<file path="src/rtl/jtkunio_gfx_pkg.sv">
// Shared definitions for the kunio graphics ROM arbiter: FSM states,
// timeout counter width and a small wrap-around increment helper.
package jtkunio_gfx_pkg;

  typedef enum logic [1:0] {
    ST_IDLE  = 2'd0,
    ST_ISSUE = 2'd1,
    ST_WAIT  = 2'd2
  } state_t;

  // Width of the WAIT-state timeout counter.
  localparam int TMO_W = 8;

  // Next round-robin position after v among n clients.
  function automatic int wrap_inc(input int v, input int n);
    int r;
    if (v + 1 >= n) begin
      r = 0;
    end else begin
      r = v + 1;
    end
    return r;
  endfunction

endpackage

</file>
<file path="src/rtl/jtkunio_gfx_arb_if.sv">
// Shared graphics ROM slot bus. The arbiter is the master (drives cs/addr),
// the SDRAM ROM slot is the slave (returns data/ok).
interface jtkunio_gfx_arb_if #(
  parameter int AW = 18,
  parameter int DW = 32
);

  logic          rom_cs;
  logic [AW-1:0] rom_addr;
  logic [DW-1:0] rom_data;
  logic          rom_ok;

  modport master (
    output rom_cs,
    output rom_addr,
    input  rom_data,
    input  rom_ok
  );

  modport slave (
    input  rom_cs,
    input  rom_addr,
    output rom_data,
    output rom_ok
  );

endinterface

</file>
<file path="src/rtl/jtkunio_gfx_rr.sv">
// N-way round-robin pick: returns the first set miss bit at or after ptr,
// wrapping around, plus a flag telling whether any bit is set at all.
module jtkunio_gfx_rr
  import jtkunio_gfx_pkg::*;
#(
  parameter int N  = 3,
  parameter int PW = (N > 1) ? $clog2(N) : 1
) (
  input  logic [N-1:0]  miss,
  input  logic [PW-1:0] ptr,
  output logic [PW-1:0] sel,
  output logic          any_miss
);

  int idx_s;

  // Scan from the farthest offset down to ptr so the nearest miss wins last.
  always_comb begin
    sel      = {PW{1'b0}};
    any_miss = |miss;
    idx_s    = 0;
    for (int k = N - 1; k >= 0; k--) begin
      idx_s = int'(ptr) + k;
      if (idx_s >= N) begin
        idx_s = idx_s - N;
      end else begin
        idx_s = idx_s;
      end
      if (miss[PW'(idx_s)]) begin
        sel = PW'(idx_s);
      end else begin
        sel = sel;
      end
    end
  end

endmodule

</file>
<file path="src/rtl/jtkunio_gfx_arb.sv">
// Graphics ROM arbiter: N tile-layer clients share one ROM slot. Each client
// owns a one-entry tag/data cache; misses are fetched one at a time in
// round-robin order, and each client sees a dedicated-port style cs/ok view.
module jtkunio_gfx_arb
  import jtkunio_gfx_pkg::*;
#(
  parameter int N   = 3,
  parameter int AW  = 18,
  parameter int DW  = 32,
  parameter int TMO = 255
) (
  input  logic                clk,
  input  logic                rst_n,
  input  logic [N-1:0]        cl_cs,
  input  logic [N*AW-1:0]     cl_addr,
  output logic [N*DW-1:0]     cl_data,
  output logic [N-1:0]        cl_ok,
  jtkunio_gfx_arb_if.master   rom,
  output logic                busy
);

  localparam int PW = (N > 1) ? $clog2(N) : 1;

  state_t            state_q, state_d;
  logic [PW-1:0]     ptr_q, ptr_d;
  logic [PW-1:0]     sel_q, sel_d;
  logic [PW-1:0]     pick_s;
  logic [PW-1:0]     ptr_nx_s;
  logic [AW-1:0]     addr_l_q, addr_l_d;
  logic [TMO_W-1:0]  cnt_q, cnt_d;
  logic              rom_cs_q, rom_cs_d;
  logic              any_miss_s;
  logic              fill_s;

  logic [AW-1:0]     tag_q  [N];
  logic [AW-1:0]     tag_d  [N];
  logic [DW-1:0]     data_q [N];
  logic [DW-1:0]     data_d [N];
  logic [N-1:0]      vld_q, vld_d;
  logic [AW-1:0]     addr_s [N];
  logic [N-1:0]      hit_s;
  logic [N-1:0]      miss_s;

  // Unpack client addresses, evaluate per-client hit/miss and expose cached data.
  always_comb begin
    for (int i = 0; i < N; i++) begin
      addr_s[i]           = cl_addr[i*AW +: AW];
      hit_s[i]            = cl_cs[i] & vld_q[i] & (tag_q[i] == addr_s[i]);
      miss_s[i]           = cl_cs[i] & ~hit_s[i];
      cl_data[i*DW +: DW] = data_q[i];
    end
  end

  assign cl_ok        = hit_s;
  assign rom.rom_cs   = rom_cs_q;
  assign rom.rom_addr = addr_l_q;
  assign busy         = (state_q != ST_IDLE);
  assign ptr_nx_s     = PW'(wrap_inc(int'(sel_q), N));

  jtkunio_gfx_rr #(
    .N  (N),
    .PW (PW)
  ) u_rr (
    .miss     (miss_s),
    .ptr      (ptr_q),
    .sel      (pick_s),
    .any_miss (any_miss_s)
  );

  // Fetch FSM: grant a miss, skip the possibly stale rom_ok cycle, then wait for data or time out.
  always_comb begin
    state_d  = state_q;
    sel_d    = sel_q;
    addr_l_d = addr_l_q;
    ptr_d    = ptr_q;
    cnt_d    = cnt_q;
    rom_cs_d = rom_cs_q;
    fill_s   = 1'b0;
    case (state_q)
      ST_IDLE: begin
        cnt_d = {TMO_W{1'b0}};
        if (any_miss_s) begin
          sel_d    = pick_s;
          addr_l_d = addr_s[pick_s];
          rom_cs_d = 1'b1;
          state_d  = ST_ISSUE;
        end else begin
          rom_cs_d = 1'b0;
        end
      end
      ST_ISSUE: begin
        // rom_ok here may still refer to the previous address, so it is ignored.
        state_d = ST_WAIT;
      end
      ST_WAIT: begin
        if (rom.rom_ok) begin
          fill_s   = 1'b1;
          ptr_d    = ptr_nx_s;
          rom_cs_d = 1'b0;
          state_d  = ST_IDLE;
        end else if (cnt_q == TMO_W'(TMO - 1)) begin
          // Abandon the fetch without touching the cache; move on to the next client.
          ptr_d    = ptr_nx_s;
          rom_cs_d = 1'b0;
          state_d  = ST_IDLE;
        end else begin
          cnt_d = cnt_q + {{(TMO_W-1){1'b0}}, 1'b1};
        end
      end
      default: begin
        rom_cs_d = 1'b0;
        state_d  = ST_IDLE;
      end
    endcase
  end

  // Cache fill: the latched fetch address becomes the tag, so a client that moved on still misses.
  always_comb begin
    for (int i = 0; i < N; i++) begin
      tag_d[i]  = tag_q[i];
      data_d[i] = data_q[i];
    end
    vld_d = vld_q;
    if (fill_s) begin
      tag_d[sel_q]  = addr_l_q;
      data_d[sel_q] = rom.rom_data;
      vld_d[sel_q]  = 1'b1;
    end else begin
      vld_d = vld_q;
    end
  end

  // State, fetch and cache registers; reset drops any fetch in flight.
  always_ff @(posedge clk or negedge rst_n) begin
    if (!rst_n) begin
      state_q  <= ST_IDLE;
      ptr_q    <= {PW{1'b0}};
      sel_q    <= {PW{1'b0}};
      addr_l_q <= {AW{1'b0}};
      cnt_q    <= {TMO_W{1'b0}};
      rom_cs_q <= 1'b0;
      vld_q    <= {N{1'b0}};
      for (int i = 0; i < N; i++) begin
        tag_q[i]  <= {AW{1'b0}};
        data_q[i] <= {DW{1'b0}};
      end
    end else begin
      state_q  <= state_d;
      ptr_q    <= ptr_d;
      sel_q    <= sel_d;
      addr_l_q <= addr_l_d;
      cnt_q    <= cnt_d;
      rom_cs_q <= rom_cs_d;
      vld_q    <= vld_d;
      for (int i = 0; i < N; i++) begin
        tag_q[i]  <= tag_d[i];
        data_q[i] <= data_d[i];
      end
    end
  end

endmodule
</file>
<file path="src/flat_wrapper.sv">
// flat-port wrapper written by rule: the top's interface ports become plain ports
module jtkunio_gfx_arb_flat import jtkunio_gfx_pkg::*;
#(
  parameter int N   = 3,
  parameter int AW  = 18,
  parameter int DW  = 32,
  parameter int TMO = 255
)
  (clk, rst_n, cl_cs, cl_addr, cl_data, cl_ok, busy, rom_rom_cs, rom_rom_addr, rom_rom_data, rom_rom_ok);
  jtkunio_gfx_arb_if #(.AW(AW), .DW(DW)) rom_i ();
  input  logic clk;
  input  logic rst_n;
  input  logic [N-1:0] cl_cs;
  input  logic [N*AW-1:0] cl_addr;
  output logic [N*DW-1:0] cl_data;
  output logic [N-1:0] cl_ok;
  output logic busy;
  output wire logic [$bits(rom_i.rom_cs)-1:0] rom_rom_cs;
  output wire logic [$bits(rom_i.rom_addr)-1:0] rom_rom_addr;
  input wire logic [$bits(rom_i.rom_data)-1:0] rom_rom_data;
  input wire logic [$bits(rom_i.rom_ok)-1:0] rom_rom_ok;
  assign rom_rom_cs = rom_i.rom_cs;
  assign rom_rom_addr = rom_i.rom_addr;
  assign rom_i.rom_data = rom_rom_data;
  assign rom_i.rom_ok = rom_rom_ok;
  jtkunio_gfx_arb #(.N(N), .AW(AW), .DW(DW), .TMO(TMO)) u_core (.clk(clk), .rst_n(rst_n), .cl_cs(cl_cs), .cl_addr(cl_addr), .cl_data(cl_data), .cl_ok(cl_ok), .rom(rom_i), .busy(busy));
endmodule
</file>
<file path="config.mk">
export PLATFORM = sky130hd
export DESIGN_NAME = jtkunio_gfx_arb_flat
export DESIGN_NICKNAME = d
export VERILOG_FILES = /design/src/rtl/jtkunio_gfx_pkg.sv /design/src/rtl/jtkunio_gfx_arb_if.sv /design/src/rtl/jtkunio_gfx_rr.sv /design/src/rtl/jtkunio_gfx_arb.sv /design/src/flat_wrapper.sv
export SDC_FILE = /design/constraint.sdc
export NUM_CORES = 1
export LEC_CHECK = 0
export CORE_MARGIN = 10
export CORE_UTILIZATION = 50
export CTS_CLUSTER_DIAMETER = 100
export DETAILED_ROUTE_END_ITERATION = 10
export GPL_TIMING_DRIVEN = 0
export PLACE_DENSITY = 0.9
export SYNTH_ARGS = -nofsm -noshare
export SYNTH_HDL_FRONTEND = slang
export SYNTH_HIERARCHICAL = 1
export SYNTH_SLANG_ARGS = --single-unit
</file>
<file path="constraint.sdc">
create_clock -name clk -period 3.8 [get_ports clk]
set_input_delay 0.76 -clock clk [delete_from_list [all_inputs] [get_ports clk]]
set_output_delay 0.76 -clock clk [all_outputs]
set_load 0.02 [all_outputs]
</file>
# [Word-level counts from Yosys, hierarchy flattened]
# Index checks and enable logic that the tools add are counted.
[op_classes] add_sub_neg=7 n_lt_le_gt_ge=12 n_eq_ne=10 mux=42 n_bitwise=16 n_reduce_logical=12
[op_table] op="bitwise mux 96 bit" count=1
[op_table] op="demux 32 bit (select 2 bit)" count=1
[op_table] op="bitwise mux 54 bit" count=1
[op_table] op="equality test 18 bit" count=3
[op_table] op="two-way mux 18 bit" count=3
[op_table] op="binary-select mux 18 bit (select 2 bit)" count=1
[op_table] op="demux 18 bit (select 2 bit)" count=1
[op_table] op="two-way mux 32 bit" count=1
[op_table] op="two-way mux 2 bit" count=12
[op_table] op="two-way mux 8 bit" count=2
[op_table] op="one-hot mux 8 bit (2 select lines)" count=1
[op_table] op="less-than comparator 2 x 4 -> 1 bit, second input constant" count=3
[op_table] op="two-way mux 1 bit" count=12
[op_table] op="bitwise AND 1 bit" count=9
[op_table] op=">= comparator 3 x 2 -> 1 bit, second input constant" count=3
[op_table] op="adder 8 x 1 -> 8 bit, second input constant" count=1
[op_table] op="equality test 8 bit, second input constant" count=1
[op_table] op="AND reduction 2 bit" count=4
[op_table] op="adder 2 x 1 -> 3 bit, second input constant" count=2
[op_table] op="binary-select mux 1 bit (select 2 bit)" count=3
[op_table] op=">= comparator 3 bit, second input constant" count=2
[op_table] op="inverter 2 -> 3 bit" count=2
[op_table] op="one-hot mux 2 bit (3 select lines)" count=1
[op_table] op="nonzero test 2 bit" count=3
[op_table] op="19 further kinds" count=26
[word_totals] ff_bits=186 inputBits=92 out_inout_bits=119 word_cells=112

# [Logic depth before layout (Yosys ltp)]
# Gate-level depths: netlist (run 1).
[logic_depth] ltp_word=14 mapped_depth=13 depth_no_buf=11

# [Hierarchy]
# The synthesis (run 1) kept the hierarchy.
[modules_own_cells] module="jtkunio_gfx_arb" instances=1 cells_each=595 area_each_um2=8572.0 seq_area_each_um2=4654.5
[modules_own_cells] module="jtkunio_gfx_rr" instances=1 cells_each=20 area_each_um2=150.1 seq_area_each_um2=0.0

# [Worst setup path after synthesis (run 1)]
# No wires, ideal clock.
[synth_path] path_type="input to register" from="input port cl_addr[26]" to="register u_core.addr_l_q[10] (netlist: u_core/rom.rom_addr[10])" setup_ns=0.122 arrival_time_ns=3.111 required_ns=3.678 path_slack_ns=0.567 stages=13 n_path_buf=2 path_cell_list="xor2_1 > nor4_1 > nand4_1 > o41a_1 > and2b_1 > o21ai_0 > o311ai_1 > buf_2 > buf_4 > mux2i_1 > nor2_1 > a21oi_1 > a21oi_1"
[synth_via] elab_chain_len=14 word_cells_on_any_way=22
[synth_rtl] item="start, declared" line="flat_wrapper.sv:14" source="input logic [N*AW-1:0] cl_addr;"
[synth_rtl] item="equality test 18 bit *" line="jtkunio_gfx_arb.sv:48" source="hit_s[i] = cl_cs[i] & vld_q[i] & (tag_q[i] == addr_s[i]);"
[synth_rtl] item="bitwise AND 1 bit *" line="jtkunio_gfx_arb.sv:48"
[synth_rtl] item="inverter 1 bit *" line="jtkunio_gfx_arb.sv:49" source="miss_s[i] = cl_cs[i] & ~hit_s[i];"
[synth_rtl] item="bitwise AND 1 bit *" line="jtkunio_gfx_arb.sv:49"
[synth_rtl] item="via u_core.miss_s[1]" line="jtkunio_gfx_arb.sv:42" source="logic [N-1:0] miss_s;"
[synth_rtl] item="binary-select mux 1 bit (select 2 bit)" line="jtkunio_gfx_rr.sv:29" source="if (miss[PW'(idx_s)]) begin"
[synth_rtl] item="two-way mux 1 bit (implied by the code) (2 in series)" line="jtkunio_gfx_rr.sv:29"
[synth_rtl] item="two-way mux 2 bit (2 in series)" line="jtkunio_gfx_rr.sv:29"
[synth_rtl] item="two-way mux 2 bit *" line="jtkunio_gfx_rr.sv:29"
[synth_rtl] item="via u_core.pick_s[1]" line="jtkunio_gfx_arb.sv:27" source="logic [PW-1:0] pick_s;"
[synth_rtl] item="inverter 2 -> 3 bit (implied by the code) *" line="jtkunio_gfx_arb.sv:84" source="addr_l_d = addr_s[pick_s];"
[synth_rtl] item="binary-select mux 18 bit (select 2 bit) *" line="jtkunio_gfx_arb.sv:84"
[synth_rtl] item="two-way mux 18 bit (implied by the code) * (2 in series)" line="jtkunio_gfx_arb.sv:84"
[synth_rtl] item="end signal, assigned" line="jtkunio_gfx_arb.sv:139" source="addr_l_q <= {AW{1'b0}};"
[synth_rtl] item="end signal, assigned" line="jtkunio_gfx_arb.sv:151" source="addr_l_q <= addr_l_d;"
[synth_rtl] item="end, declared" line="jtkunio_gfx_arb.sv:29" source="logic [AW-1:0] addr_l_q, addr_l_d;"
# Mark *: on every way through the listed nets, which the timed path passes. The rest lies on a longest branch. The select of a mux whose other input is x is not followed.
# A chain may end at the register's enable or synchronous reset.

# [Final worst setup path (run 1)]
[layout_path] from="input port cl_addr[41]" to="register u_core.addr_l_q[8] (netlist: u_core/rom.rom_addr[8])"
# The elaborated chain is that of the path after synthesis.

==> flow_summary.toml, run 1 <==
[clock_network]
root_buffer = "clkbuf_16"
cts_buffers = 17
htree_num_levels = 4
cts_tree = "yes"
clk_pin_slew_ns = 0.08
clockBufferDepth = 2
clk_latency_ns = 0.43
clock-sinks = 186

[power]
power_density_nw_per_um2 = 861.5
leakage_nw = 5.167
ir_worst_vdd_v = 0.0004874

[detailed_routing]
drt-total-wl_um = 24100
vias = 5927
routedWlPerCell_um = 22.24
avgViaCountPerCell = 5.468
drcViolationCount = 0
drtAntennaViolNets = 0
drt_iter0_drc = 346
first_pass_iters = 6

[sta]
relSlewSlack_pct = 57.62
max_slew.worst_pin.slew_ns = 0.6357
post-route-period-util_pct = 97.04
hold_viol = 0
hold_ws_ns = 0.2981
setup_viol = 0
rsz0062_at_grt = "no"
fmaxAchievable_mhz = 271.2
setup_tns_ns = 0
skew_ns = 0.02022
fin_crit_ns = 3.687
slew_violations = 0

[global_routing]
antenna_found_initial = 2
grt_start_max_net_pins = 105
grt_pass1_wl_um = 38030
grt_pass1_vias = 6486
grt_usage_pct = 20.54
grt_overflow_total = 0

[layout]
fin_util_pct = 68.39
layout_common_cells = "clkdlybuf4s50_1 (206), dfrtp_1 (186), mux2_4 (98)"
final_cells = 1084
layout_commonest_cell = "clkdlybuf4s50_1"
n_fill_cell = 1214
drive_above_1_share_pct = 26.78
nNetsFinal = 943
area_growth_pct = 34.67
diodes = 0

[critical_path]
path_cells = "clkdlybuf4s50_1, xor2_1, nor4_1, nand4_1, o41a_1, a21o_1, a221oi_1, clkbuf_2, clkbuf_2, nor2_1, a21oi_1, a21oi_1"
endpoint_kind = "register"
crit_path_start_kind = "input port"
cp_slowest_stage_delay_ns = 0.49
crit_type = "in2reg"
crit_required_ns = 4.11
cp.arrival_ns = 4.00
path_max_fanout = 10
cpMaxStageDelayCell = "clkdlybuf4s50_1"

[floorplanning]
fp.coreArea_um2 = 17180
dieArea_um2 = 23130
die-height_um = 152.1
pin_count = 211
start_util_pct = 50.78
die_x_um = 152.1
rows = 48

[synthesis]
syn_area_per_cell_um2 = 14.18
netlist_instances = 615
synth-warning-count = 6
ys_async_sr_fraction_pct = 100.0
synth_fp_nets = 712
synth_cell_types = 49
synth_edf_count = 0
ys_seq_area_share_pct = 53.36
synth_ff_type = "dfrtp_1"
synth-seq-cells = 186
netlist_area_um2 = 8722

[flow_run]
drv_cap = 0

[place]
portBuffers = 210
hpwl_um = 17340
gp_congestion = 0.8550
place_inst = 1051

[outcome]
outcome = "finished, final reports clean"

[hold_path]
hp-class = "in2async"
[through the flow]
| stage | cell area [µm²] | total power, mW | setup WS [ns] |
|---|---|---|---|
| floorplan | 8722 | 6.256 | 0.5666 |
| global placement | 11110 | 8.203 | -5.715 |
| detailed placement | 11140 | 8.357 | -0.6160 |
| CTS | 11720 | 10.16 | 0.003708 |
| global route | 11750 | 10.63 | 0.003850 |
| finish | 11750 | 10.12 | 0.1126 |
[cell type report]
type	instances	area [µm²]	share of cell area (%)
inverters	7	26.28	0.2237
clock inverters	13	121.4	1.033
flip-flops and latches	186	4654	39.62
plain buffers	29	306.5	2.610
well taps	225	281.5	2.397
multi-input cells	393	3761	32.02
repair buffers	212	2142	18.24
clock buffers	19	452.9	3.856
[state kept, by name, indices dropped and copies added, names as in the netlist]
register and count:
u_core/cl_data 96, u_core/cnt_q 8, u_core/ptr_q 2, u_core/rom.rom_addr 18, u_core/rom.rom_cs 1, u_core/sel_q 2
u_core/state_q 2, u_core/tag_q 54, u_core/vld_q 3
[critical path: cells and delay by family]
kind	cells	cell delay, ns
AO/OA/AOI/OAI	5	1.20
buffers and inverters	3	1.19
AND/OR/NAND/NOR	3	0.67
XOR/XNOR	1	0.19
[logic make-up (layout without fill, tap and decap cells)]
group | count (synthesis) | after routing | synth area share (%)
xor gates and xnor gates | 54 | 54 | 5.422
muxes | 173 | 173 | 26.29
adders and majority gates | 5 | 5 | 0.7173
AOI/OAI and AO/OA | 63 | 63 | 4.433
and+or+nand+nor | 98 | 98 | 6.025
buffers and inverters | 36 | 280 | 3.744
DFF | 186 | 186 | 53.36
[cell usage after synthesis (all sizes together), types with 2 or more instances]
cell type | n | share of area (%)
and2 | 2 | 0.14
o22ai | 2 | 0.14
a21oi | 38 | 2.2
nand4 | 3 | 0.22
buf | 25 | 3.3
nand3 | 4 | 0.29
or3 | 3 | 0.22
xor2 | 54 | 5.4
a22o | 2 | 0.20
nor4 | 15 | 1.1
inv | 7 | 0.30
or2 | 3 | 0.22
and2b | 2 | 0.17
dfrtp | 186 | 53
nor2 | 39 | 1.7
nor2b | 5 | 0.44
mux2 | 155 | 24
clkbuf | 4 | 0.17
nand2b | 4 | 0.29
and3 | 3 | 0.22
nand2 | 9 | 0.39
mux2i | 18 | 2.1
nand4b | 2 | 0.20
o21ai | 5 | 0.29
a21o | 2 | 0.17
o41a | 3 | 0.39
ha | 5 | 0.72
o211ai | 2 | 0.17
[power breakdown]
group / internal, mW / total, mW / leakage [nW] / switching, mW
registers: 2.92 / 3.60 / 2.29 / 0.682
logic: 2.54 / 4.80 / 2.59 / 2.25
clock network: 0.903 / 1.72 / 0.285 / 0.821
[timing repair]
| action | in CTS | in global routing |
|---|---|---|
| setup endpoints to repair | 11 | 12 |
| hold buffers | 0 | 0 |
| resized for setup | 5 | 7 |
| cloned | 0 | 0 |
| setup buffers | 0 | 1 |
[routing by layer]
metal	global-route usage [%]	routed length, µm
met5	0	27
met4	8.024	648
met3	6.379	1438
met2	34.02	11980
met1	24.42	10010
[final timing paths]
check	startpoint	endpoint	slack (ns)	cells past startpoint
max	cl_addr[41]	u_core/rom.rom_addr[8]$_DFFE_PN0P_	0.11	12
min	rst_n	u_core/cl_data[71]$_DFFE_PN0P_	0.30	1
max reg2reg	u_core/tag_q[12]$_DFFE_PN0P_	u_core/rom.rom_addr[8]$_DFFE_PN0P_	0.55	11
min reg2reg	u_core/vld_q[1]$_DFFE_PN0P_	u_core/vld_q[1]$_DFFE_PN0P_	0.48	1
max in group asynchronous	rst_n	u_core/tag_q[18]$_DFFE_PN0P_	2.56	2
min in group clk	u_core/vld_q[1]$_DFFE_PN0P_	u_core/vld_q[1]$_DFFE_PN0P_	0.48	1
No activity file was read; power rests on OpenSTA's default activity.
==> run 2, diff against run 1 <==
Settings changed: CAP_MARGIN from default to 20, PLACE_DENSITY 0.9 to 0.79.
==> run 2 against run 1 <==
Hold slack better by 0.031 ns. Power up 2.4%. Global-route usage up 0.48 points. Final area up 1.1%. Sequential share of layout area down 0.41 points. Wire length up 1.7%. Critical endpoint is now u_core/rom.rom_addr[15]$_DFFE_PN0P_. Fmax down 0.63%. Largest cell class unchanged. Core utilization up 0.72 points. Combinational power up 1%. Sequential power about the same.
==> flow_summary.toml, run 2 (synthesized netlist as in run 1, its figures left out) <==
[outcome]
outcome = "finished, final reports clean"

[critical_path]
cp.arrival_ns = 4.01
rrSetupSlack_ns = 0.48
path_delay_family = "compound AO/OA/AOI/OAI gates"
crit_buf_inv = 3
crit_path_start = "cl_addr[22]"
path_max_fanout = 7
path_cells = "clkdlybuf4s50_1, xor2_1, nor4_2, nand4_1, o41a_1, and2b_1, o21ai_0, o311ai_1, buf_4, buf_6, mux2i_1, nor2_1, a21oi_1, a21oi_1"
rr_worst_depth = 13
crit_type = "in2reg"
endpoint_kind = "register"
r2r-start = "u_core/tag_q[32]$_DFFE_PN0P_"
crit_path_start_kind = "input port"
worst-path-stages = 14
cp_slowest_stage_delay_ns = 0.49
r2r-end = "u_core/rom.rom_addr[15]$_DFFE_PN0P_"
path_common_cell = "a21oi_1"
cp-endpoint = "u_core/rom.rom_addr[15]$_DFFE_PN0P_"
cpMaxStageDelayCell = "clkdlybuf4s50_1"
crit_required_ns = 4.10

[sta]
fin_ws_ns = 0.08931
slew_violations = 0
skew_ns = 0.01255
hold_viol = 0
setup_viol = 0
fmaxAchievable_mhz = 269.5
max_slew.worst_pin.slew_ns = 0.7137
setup_tns_ns = 0
fin_crit_ns = 3.711
hold_ws_ns = 0.3295
post-route-period-util_pct = 97.65
relSlewSlack_pct = 52.42

[place]
place_area_um2 = 11140
post-place-ws_ns = -0.7016
portBuffers = 210
gp_congestion = 0.8696
hpwl_um = 17890
place_inst = 1051

[layout]
nNetsFinal = 947
final_cells = 1088
n_fill_cell = 1188
layout_commonest_cell = "clkdlybuf4s50_1"
largest_reg_flops = 96
layout_common_cells = "clkdlybuf4s50_1 (205), dfrtp_1 (186), mux2_4 (98)"
fin_util_pct = 69.11
diodes = 0
area_growth_pct = 36.09
design_area_um2 = 11870
drive_above_1_share_pct = 27.35

[clock_network]
cts_buffers = 17
htree_num_levels = 4
clk_pin_slew_ns = 0.07
cts_tree = "yes"
ctsHoldBuffers = 0
root_buffer = "clkbuf_16"
clockBufferDepth = 2
clk_latency_ns = 0.43
clock-sinks = 186

[detailed_routing]
drt_iter0_drc = 328
routedWlPerCell_um = 22.52
drt-total-wl_um = 24500
avgViaCountPerCell = 5.403
vias = 5879
drcViolationCount = 0
first_pass_iters = 4
drtAntennaViolNets = 0

[floorplanning]
start_util_pct = 50.78
die_x_um = 152.1
fp.coreArea_um2 = 17180
rows = 48
die-height_um = 152.1
pin_count = 211
dieArea_um2 = 23130

[power]
fin_total_pwr_mw = 10.36
ir_worst_vdd_v = 0.0004925
power_density_nw_per_um2 = 872.7
leakage_nw = 5.237

[global_routing]
grt_start_max_net_pins = 95
grt_pass1_wl_um = 38970
grt_pass1_vias = 6669
grt_usage_pct = 21.02
antenna_found_initial = 1
grt_overflow_total = 0

[hold_path]
hp-class = "in2async"

[flow_run]
drv_cap = 0
-- run 2: cell types whose count changed in the layout (fill, tap and decap cells not counted), moves of 2 or more --
cell            change
inv_8               -2
dlygate4sd2_1       -2
clkinv_4            -4
dlymetal6s2s_1      +3
buf_4               +3
nor4_2              +2
bufinv_16           +3
nor4_1              -2
clkinvlp_4          +2
-- run 2: layout make-up --
class	instances	area (µm²)	area share (%)
buffer	29	321.6	2.709
clock buffer	19	452.9	3.816
clock inverter	13	177.7	1.497
inverter	7	26.28	0.2214
multi-input combinational	393	3770	31.76
sequential	186	4654	39.21
tap	225	281.5	2.372
timing repair buffer	216	2186	18.41
-- run 2: repair_timing --
| action | 4_1_cts | 5_1_grt |
|---|---|---|
| resized for setup | 6 | 15 |
| pin swaps | 0 | 5 |
| endpoints found under the hold margin | 0 | 0 |
| gates cloned | 0 | 0 |
| buffers inserted | 2 | 3 |
| endpoints found under the setup margin | 10 | 17 |
-- run 2: metal layers --
metal / GRT usage [%] / vias up / part of all wire (%)
li1: - / 2649 / -
met1: 24.96 / 2985 / 41
met3: 6.153 / 36 / 6.4
met4: 7.611 / 2 / 2.1
met5: 0 / - / 0.049
met2: 35.43 / 207 / 50
-- run 2: worst register-to-register path, cell delays in order, from the launching register on --
cell	delay, ns
dfrtp_1	0.40
xor2_1	0.16
nor4_2	0.36
nand4_1	0.20
o41a_1	0.47
and2b_1	0.24
o21ai_0	0.11
o311ai_1	0.37
buf_4	0.21
buf_6	0.15
mux2i_1	0.25
nor2_1	0.07
a21oi_1	0.12
a21oi_1	0.08
-- run 2: worst min-delay path by stage --
stage	start	end	cells past startpoint
6_report	rst_n	u_core/cnt_q[7]$_DFFE_PN0P_	1
5_1_grt	rst_n	u_core/cnt_q[7]$_DFFE_PN0P_	1
4_1_cts	rst_n	u_core/cnt_q[7]$_DFFE_PN0P_	1
3_5_place_dp	u_core/rom.rom_cs$_DFFE_PN0P_	u_core/rom.rom_cs$_DFFE_PN0P_	1
3_3_place_gp	u_core/vld_q[2]$_DFFE_PN0P_	u_core/vld_q[2]$_DFFE_PN0P_	1
2_1_floorplan	u_core/vld_q[0]$_DFFE_PN0P_	u_core/vld_q[0]$_DFFE_PN0P_	1
-- run 2: where the power goes --
group	switching, mW	leakage, nW	internal, mW	total [mW]
Sequential	0.689	2.29	2.92	3.61
Combinational	2.28	2.64	2.58	4.86
Clock	0.797	0.304	1.09	1.89
